`src/rtl/rf_scoreboard.sv`:
```
// rf_scoreboard: 8 x 16-bit register file with a per-register count of
// in-flight writes, used by the hazard unit to stall readers.
//
// Ports
//   clk, rst_n                     clock, async active-low reset
//   read1RegSel/read2RegSel        read port selects
//   read1Data/read2Data            combinational, writeback-bypassed read data
//   busy1/busy2                    selected register still has a writer pending
//                                  after this cycle's retirement
//   issue, issueRegSel             a regWrite instruction issues to issueRegSel
//   writeEn, writeRegSel, writeData  writeback retires a register write
//   err                            sticky over/underflow of a pending counter

// Per-register pending-write counter. fault pulses when the requested
// update would wrap; the counter then holds.
module rf_pend_cnt #(
    parameter int CNTW = 2
) (
    input  logic            clk,
    input  logic            rst_n,
    input  logic            inc,
    input  logic            dec,
    output logic [CNTW-1:0] pend,
    output logic            fault
);
    localparam logic [CNTW-1:0] MAX = '1;

    logic [CNTW-1:0] pend_d, pend_q;

    always_comb begin
        pend_d = pend_q;
        fault  = 1'b0;
        // inc and dec together cancel, legal at any count
        if (inc && !dec) begin
            if (pend_q == MAX) fault = 1'b1;
            else               pend_d = pend_q + CNTW'(1);
        end else if (dec && !inc) begin
            if (pend_q == '0)  fault = 1'b1;
            else               pend_d = pend_q - CNTW'(1);
        end
    end

    always_ff @(posedge clk or negedge rst_n) begin
        if (!rst_n) pend_q <= '0;
        else        pend_q <= pend_d;
    end

    assign pend = pend_q;
endmodule

module rf_scoreboard #(
    parameter int WIDTH = 16,
    parameter int NREG  = 8,
    parameter int CNTW  = 2,
    localparam int SELW = $clog2(NREG)
) (
    input  logic             clk,
    input  logic             rst_n,
    input  logic [SELW-1:0]  read1RegSel,
    input  logic [SELW-1:0]  read2RegSel,
    output logic [WIDTH-1:0] read1Data,
    output logic [WIDTH-1:0] read2Data,
    output logic             busy1,
    output logic             busy2,
    input  logic             issue,
    input  logic [SELW-1:0]  issueRegSel,
    input  logic             writeEn,
    input  logic [SELW-1:0]  writeRegSel,
    input  logic [WIDTH-1:0] writeData,
    output logic             err
);
    logic [NREG-1:0][WIDTH-1:0] regs_d, regs_q;
    logic [NREG-1:0][CNTW-1:0]  pend;
    logic [NREG-1:0]            inc, dec, fault;
    logic                       err_d, err_q;
    logic                       byp1, byp2;

    for (genvar r = 0; r < NREG; r++) begin : g_cnt
        assign inc[r] = issue   && (issueRegSel == SELW'(r));
        assign dec[r] = writeEn && (writeRegSel == SELW'(r));
        rf_pend_cnt #(.CNTW(CNTW)) u_cnt (
            .clk   (clk),
            .rst_n (rst_n),
            .inc   (inc[r]),
            .dec   (dec[r]),
            .pend  (pend[r]),
            .fault (fault[r])
        );
    end

    always_comb begin
        regs_d = regs_q;
        if (writeEn) regs_d[writeRegSel] = writeData;
        err_d = err_q | (|fault);
    end

    always_ff @(posedge clk or negedge rst_n) begin
        if (!rst_n) begin
            regs_q <= '0;
            err_q  <= 1'b0;
        end else begin
            regs_q <= regs_d;
            err_q  <= err_d;
        end
    end

    // Write-before-read: a retiring write is visible on the same cycle.
    assign byp1 = writeEn && (writeRegSel == read1RegSel);
    assign byp2 = writeEn && (writeRegSel == read2RegSel);

    assign read1Data = byp1 ? writeData : regs_q[read1RegSel];
    assign read2Data = byp2 ? writeData : regs_q[read2RegSel];

    // (pend - dec) != 0 rewritten as pend != dec. A same-cycle issue is a
    // younger writer and deliberately does not make the reader busy.
    assign busy1 = pend[read1RegSel] != CNTW'(byp1);
    assign busy2 = pend[read2RegSel] != CNTW'(byp2);

    assign err = err_q;
endmodule
```
`config.mk`:
```
export PLATFORM = sky130hd
export DESIGN_NAME = rf_scoreboard
export DESIGN_NICKNAME = d
export VERILOG_FILES = /design/src/rtl/rf_scoreboard.sv
export SDC_FILE = /design/constraint.sdc
export NUM_CORES = 1
export LEC_CHECK = 0
export ABC_AREA = 1
export CAP_MARGIN = 30
export CORE_MARGIN = 5
export CORE_UTILIZATION = 25
export CTS_CLUSTER_DIAMETER = 120
export DETAILED_ROUTE_END_ITERATION = 7
export GPL_TIMING_DRIVEN = 1
export MAX_ROUTING_LAYER = met4
export SLEW_MARGIN = 20
export SYNTH_ARGS = -nofsm -noshare
export SYNTH_HDL_FRONTEND = slang
export SYNTH_SLANG_ARGS = --single-unit
```
`constraint.sdc`:
```
create_clock -name clk -period 2.6 [get_ports clk]
set_clock_uncertainty 0.2 [all_clocks]
set_input_delay 0.52 -clock clk [delete_from_list [all_inputs] [get_ports clk]]
set_output_delay 0.52 -clock clk [all_outputs]
set_load 0.05 [all_outputs]
```
== Word-level counts from Yosys, hierarchy flattened ==
Cells that the tools add are included.
Storage, ports and cells
  output and inout port bits: 35
  register bits: 145
Operators by class
  multiplexer cells: 77
  bitwise operators: 1
  reductions and logical operators: 78
  magnitude comparators: 4
  $add $sub $neg: 16
  equal/unequal tests: 42
Operators with widths (number)
  128-bit bitwise mux: 1
  16-bit binary-select mux with 3-bit select: 2
  16-bit two-way mux: 5
  2-bit two-way mux: 34
  16-bit demux with 3-bit select: 1
  1-bit logical AND: 35
  1-bit two-way mux: 32
  3-bit == test, second input constant: 8
  3-bit AND reduction: 8
  2-bit by 1-bit adder with 2-bit output, second input constant: 8
  2-bit == test, second input constant: 8
  1-bit logical NOT: 16
  2-bit logical NOT: 8
  2-bit by 1-bit inequality test with 1-bit output, second input constant: 8
  2-bit inequality test, second input constant: 8
  2-bit nonzero test: 8
  2-bit by 1-bit subtractor with 2-bit output, second input constant: 8
  2-bit binary-select mux with 3-bit select: 2
  3-bit by 2-bit == test with 1-bit output, second input constant: 4
  3-bit by 4-bit less-than comparator with 1-bit output, second input constant: 3
  8-bit OR reduction: 1
  3-bit by 1-bit == test with 1-bit output, second input constant: 2
  3-bit == test: 2
  3-bit logical NOT: 2
  other kinds (3): 4

== Depth between registers and ports, before layout ==
  depth in word-level cells: 8
  gate-level depth with buffers: 10
  mapped depth without buffers: 9

== By module ==
Synthesis repeated with hierarchy kept, for this count alone.
Second synthesis, totals
  cell total of the unflattened synthesis: 1291
  area, all modules: 9172.5 um^2
By module, submodules not included
  rf_scoreboard: instances 1, area an instance 7901.3 um^2, cells an instance 1115
  rf_pend_cnt: instances 8, area an instance 158.9 um^2, cells an instance 22

== Worst setup path before layout ==
No wires, ideal clock.
  path type: input to output
  start point: in writeRegSel[1]
  end point: out read1Data[6]
  cell stages on the path: 5
  data required time: 1880 ps
  data arrival time: 1929 ps
  slack: -49 ps
  cell sequence: buf_4 > xnor2_1 > nand3_4 > buf_6 > o21ai_1
Between the ends
  cells in the longest elaborated chain, start to end: 3
RTL lines
  start: declaration: RTL line 68  | input logic [SELW-1:0] writeRegSel,
  3-bit == test: RTL line 108  | assign byp1 = writeEn && (writeRegSel == read1RegSel);
  1-bit logical AND: RTL line 108
  16-bit two-way mux: RTL line 111  | assign read1Data = byp1 ? writeData : regs_q[read1RegSel];
  end: declaration: RTL line 61  | output logic [WIDTH-1:0] read1Data,
Every way passes these cells.

== Worst setup path after layout ==
  start point: in writeRegSel[0]
  end point: out read1Data[2]
The elaborated chain is that of the path after synthesis.

==> reports/qor.csv <==
stage,metric,value,unit
synthesis,syn_nets,1249,
clock_network,cts_max_path_buffers,2,
timing,worstMarginPinSlew,535,ps
setup_path,critPathBufInv,6,
global_route,grt_pass1_vias,8469,
clock_network,cts_tree,yes,
synthesis,async_flop_share,1.00,
power_and_ir_drop,netSwitchingFraction,0.384,
die,dieArea,39200,um^2
die,fp.coreArea,34700,um^2
placed_design,hpwl,21500,um
global_route,grt_pass1_wl,48600,um
clock_network,numClockSinks,145,
setup_path,critPathTopFamily,buffers and inverters,
cells_and_area,n_antenna_cell,0,
timing,fmax,0.390,GHz
setup_path,worstPathMaxFanout,7,
drt,finalWirelength,31400,um
global_route,grt_max_degree,59,
clock_network,htree_levels,4,
clock_network,numCtsBuffers,17,
timing,drv_slew,0,
power_and_ir_drop,pwr-share-comb,0.329,
synthesis,yosysSeqAreaShare,0.410,
setup_path,critPathArrivalTime,1840,ps
cells_and_area,final_common_cell,nand2_1,
setup_path,slowest_stage,bufbuf_16,
placed_design,preCtsSetupSlack,-345,ps
drt,firstDrtPassIters,5,
power_and_ir_drop,peakVddDrop,0.419,mV
timing,min_period_over_period,0.985,
die,start_util,0.255,
power_and_ir_drop,p_leak,5.42,nW
cells_and_area,final_net_count,1338,
clock_network,clock_latency,440,ps
setup_path,end_kind,primary output,
global_route,busiest_layer,met2,
global_route,gr-total-overflow,0,
worst_hold_path,min_path_type,register to register,
synthesis,yosysWarnings,0,
timing,rsz0062_at_grt,true,
synthesis,syn_avg_cell_area,7.26,um^2
synthesis,ys_types,32,
power_and_ir_drop,p_int,5.19,mW
global_route,use_met1,0.231,
cells_and_area,drive_above_1_share,0.175,
setup_path,cpPeakStageDelay,280,ps
flow_run,max_cap_viol_count,0,
global_route,grtUsageMet3,0.0315,
drt,via_per_inst,5.02,
timing,period_minus_slack,2560,ps
timing,worst_slack,39.0,ps
power_and_ir_drop,power.density,716,nW/um^2
clock_network,clk_pin_slew,70,ps
placed_design,gp_congestion,0.887,
die,rows,68,
global_route,antenna_found_initial,0,
setup_path,required,1880,ps
synthesis,syn_inst,1217,
die,die_x,198,um
setup_path,path_cells,buf_4 -> buf_6 -> nand2_4 -> clkinv_4 -> nand2_2 -> o21ai_2 -> nand3_4 -> buf_12 -> bufbuf_16 -> o21ai_4 -> buf_12,
power_and_ir_drop,pwr-share-seq,0.375,
run_status,status,completed,
placed_design,io_buffers,66,
timing,hold_ws,286,ps
die,pin_count,67,
global_route,grt_use_met2,0.247,
drt,drt-initial-drc-count,916,
setup_path,path_common_cell,buf_12,
cells_and_area,area_delta_synth_final,33.1,%
power_and_ir_drop,netSwitchingPower,3.24,mW
timing,finalSetupViolCount,0,
synthesis,syn_area,8840,um^2
power_and_ir_drop,total_power,8.43,mW
setup_path,cp-start-kind,input pin,
timing,hold_viol,0,
drt,route.vias.total,8898,
setup_path,crit_type,input pin to primary output,
cells_and_area,layout_common_cells,"nand2_1, o21ai_0, dfrtp_1, inv_1, nand3_1",
clock_network,cts_root_buf,clkbuf_16,
power_and_ir_drop,clock_power_share,0.297,
drt,drt-wirelength-per-cell,17.7,um
global_route,grt_usage,0.164,
die,fp.dieH,198,um
synthesis,synth-seq-cells,145,
synthesis,synth_edf_count,0,
timing,slew_headroom,0.644,
drt,ant_nets,0,
drt,drc,0,
synthesis,synth-main-ff-cell,dfrtp_1,
==> synthesized netlist by cell type, types with 2 or more instances <==
cell type  count  area, um^2
buf_1          2        7.51
a21oi_2        3        26.3
clkinv_1       2        7.51
nor2_2         5        31.3
nand2_4        5        56.3
xor2_1         8        70.1
buf_2         39         195
nand2_2        4        25.0
a21oi_1       81         405
buf_4          4        30.0
nand4_1        2        12.5
xnor2_1        2        17.5
buf_6          3        33.8
nand2_1      274        1030
nor2_4         3        33.8
o211ai_1      65         488
o22ai_1        2        12.5
inv_1        116         435
nor2_1        35         131
o21ai_1       21         105
nand3b_1       2        15.0
nand3_2       10         100
o21ai_0      214        1070
inv_2          6        22.5
clkbuf_1      37         139
o21ai_2       14         123
dfrtp_1      145        3630
nand3_1      109         546
==> kinds of logic (layout without fill, tap and decap cells) <==
family	Yosys count	in the layout	share of synthesized area
flops	145	145	0.410
xor+xnor	10	10	0.00991
simple gates	452	452	0.228
compound gates	400	400	0.252
buf+inv	210	312	0.0995
==> path summary, 6_finish.rpt <==
check                                          to  depth (start not counted)              startpoint  slack [ps]
min reg2reg                            regs_q[28]                          2              regs_q[28]         290
max                                  read1Data[2]                         11          writeRegSel[0]          40
min                                    regs_q[28]                          2              regs_q[28]         290
min in group asynchronous  g_cnt[6].u_cnt.pend[0]                          2                   rst_n         410
max in group asynchronous               regs_q[2]                          3                   rst_n        1110
max reg2reg                g_cnt[3].u_cnt.pend[0]                          5  g_cnt[3].u_cnt.pend[0]        1260
==> worst reg2reg max path: stages (launching register included) <==
cell and delay, ps:
dfrtp_1 460, nor2_1 220, inv_1 90, nand2_1 70, nand2_1 60, xor2_1 140
==> timing repair <==
item | CTS | global route
endpoints found under the setup margin | 34 | 28
setup buffers | 4 | 2
gates resized for setup | 38 | 13
pin swaps | 5 | 3
cloned | 3 | 2
hold endpoints to repair | 49 | 0
hold buffers | 1 | 0
==> layout make-up <==
class                      instances  area (um^2)
fill                            3650        22900
multi-input combinational        862         4430
sequential                       145         3630
timing repair buffer             155         2070
tap                              455          569
inverter                         125          474
clock buffer                      17          425
clock inverter                    15          176
==> routing by layer <==
metal | vias up | wire [um]
met3 | 28 | 2180
met2 | 359 | 14100
li1 | 4262 | -
met5 | - | 0
met4 | 0 | 353
met1 | 4249 | 14800
==> power by group through the flow <==
stage	sequential [mW]	clock, mW	combinational, mW
floorplan	3.07	0	1.65
global placement	3.16	0	2.65
detailed placement	3.18	0	2.69
CTS	3.14	2.55	2.75
global route	3.22	2.65	3.05
finish	3.16	2.50	2.77
==> flip-flops by register name (all words and copies together), names as in the netlist <==
signal            flops
g_cnt.u_cnt.pend     16
regs_q              128
err                   1
==> per-stage QoR <==
step	std cells	setup TNS (ps)	util	area [um^2]
after global placement	1731	-8350	0.313	10900
after CTS	1771	-5.46	0.337	11700
final	1774	0	0.339	11800
after global routing	1774	-45.8	0.339	11800
after floorplan	1217	-918	-	8840
after detailed placement	1731	-8490	0.313	10900
(Power assumes the default switching activity.)
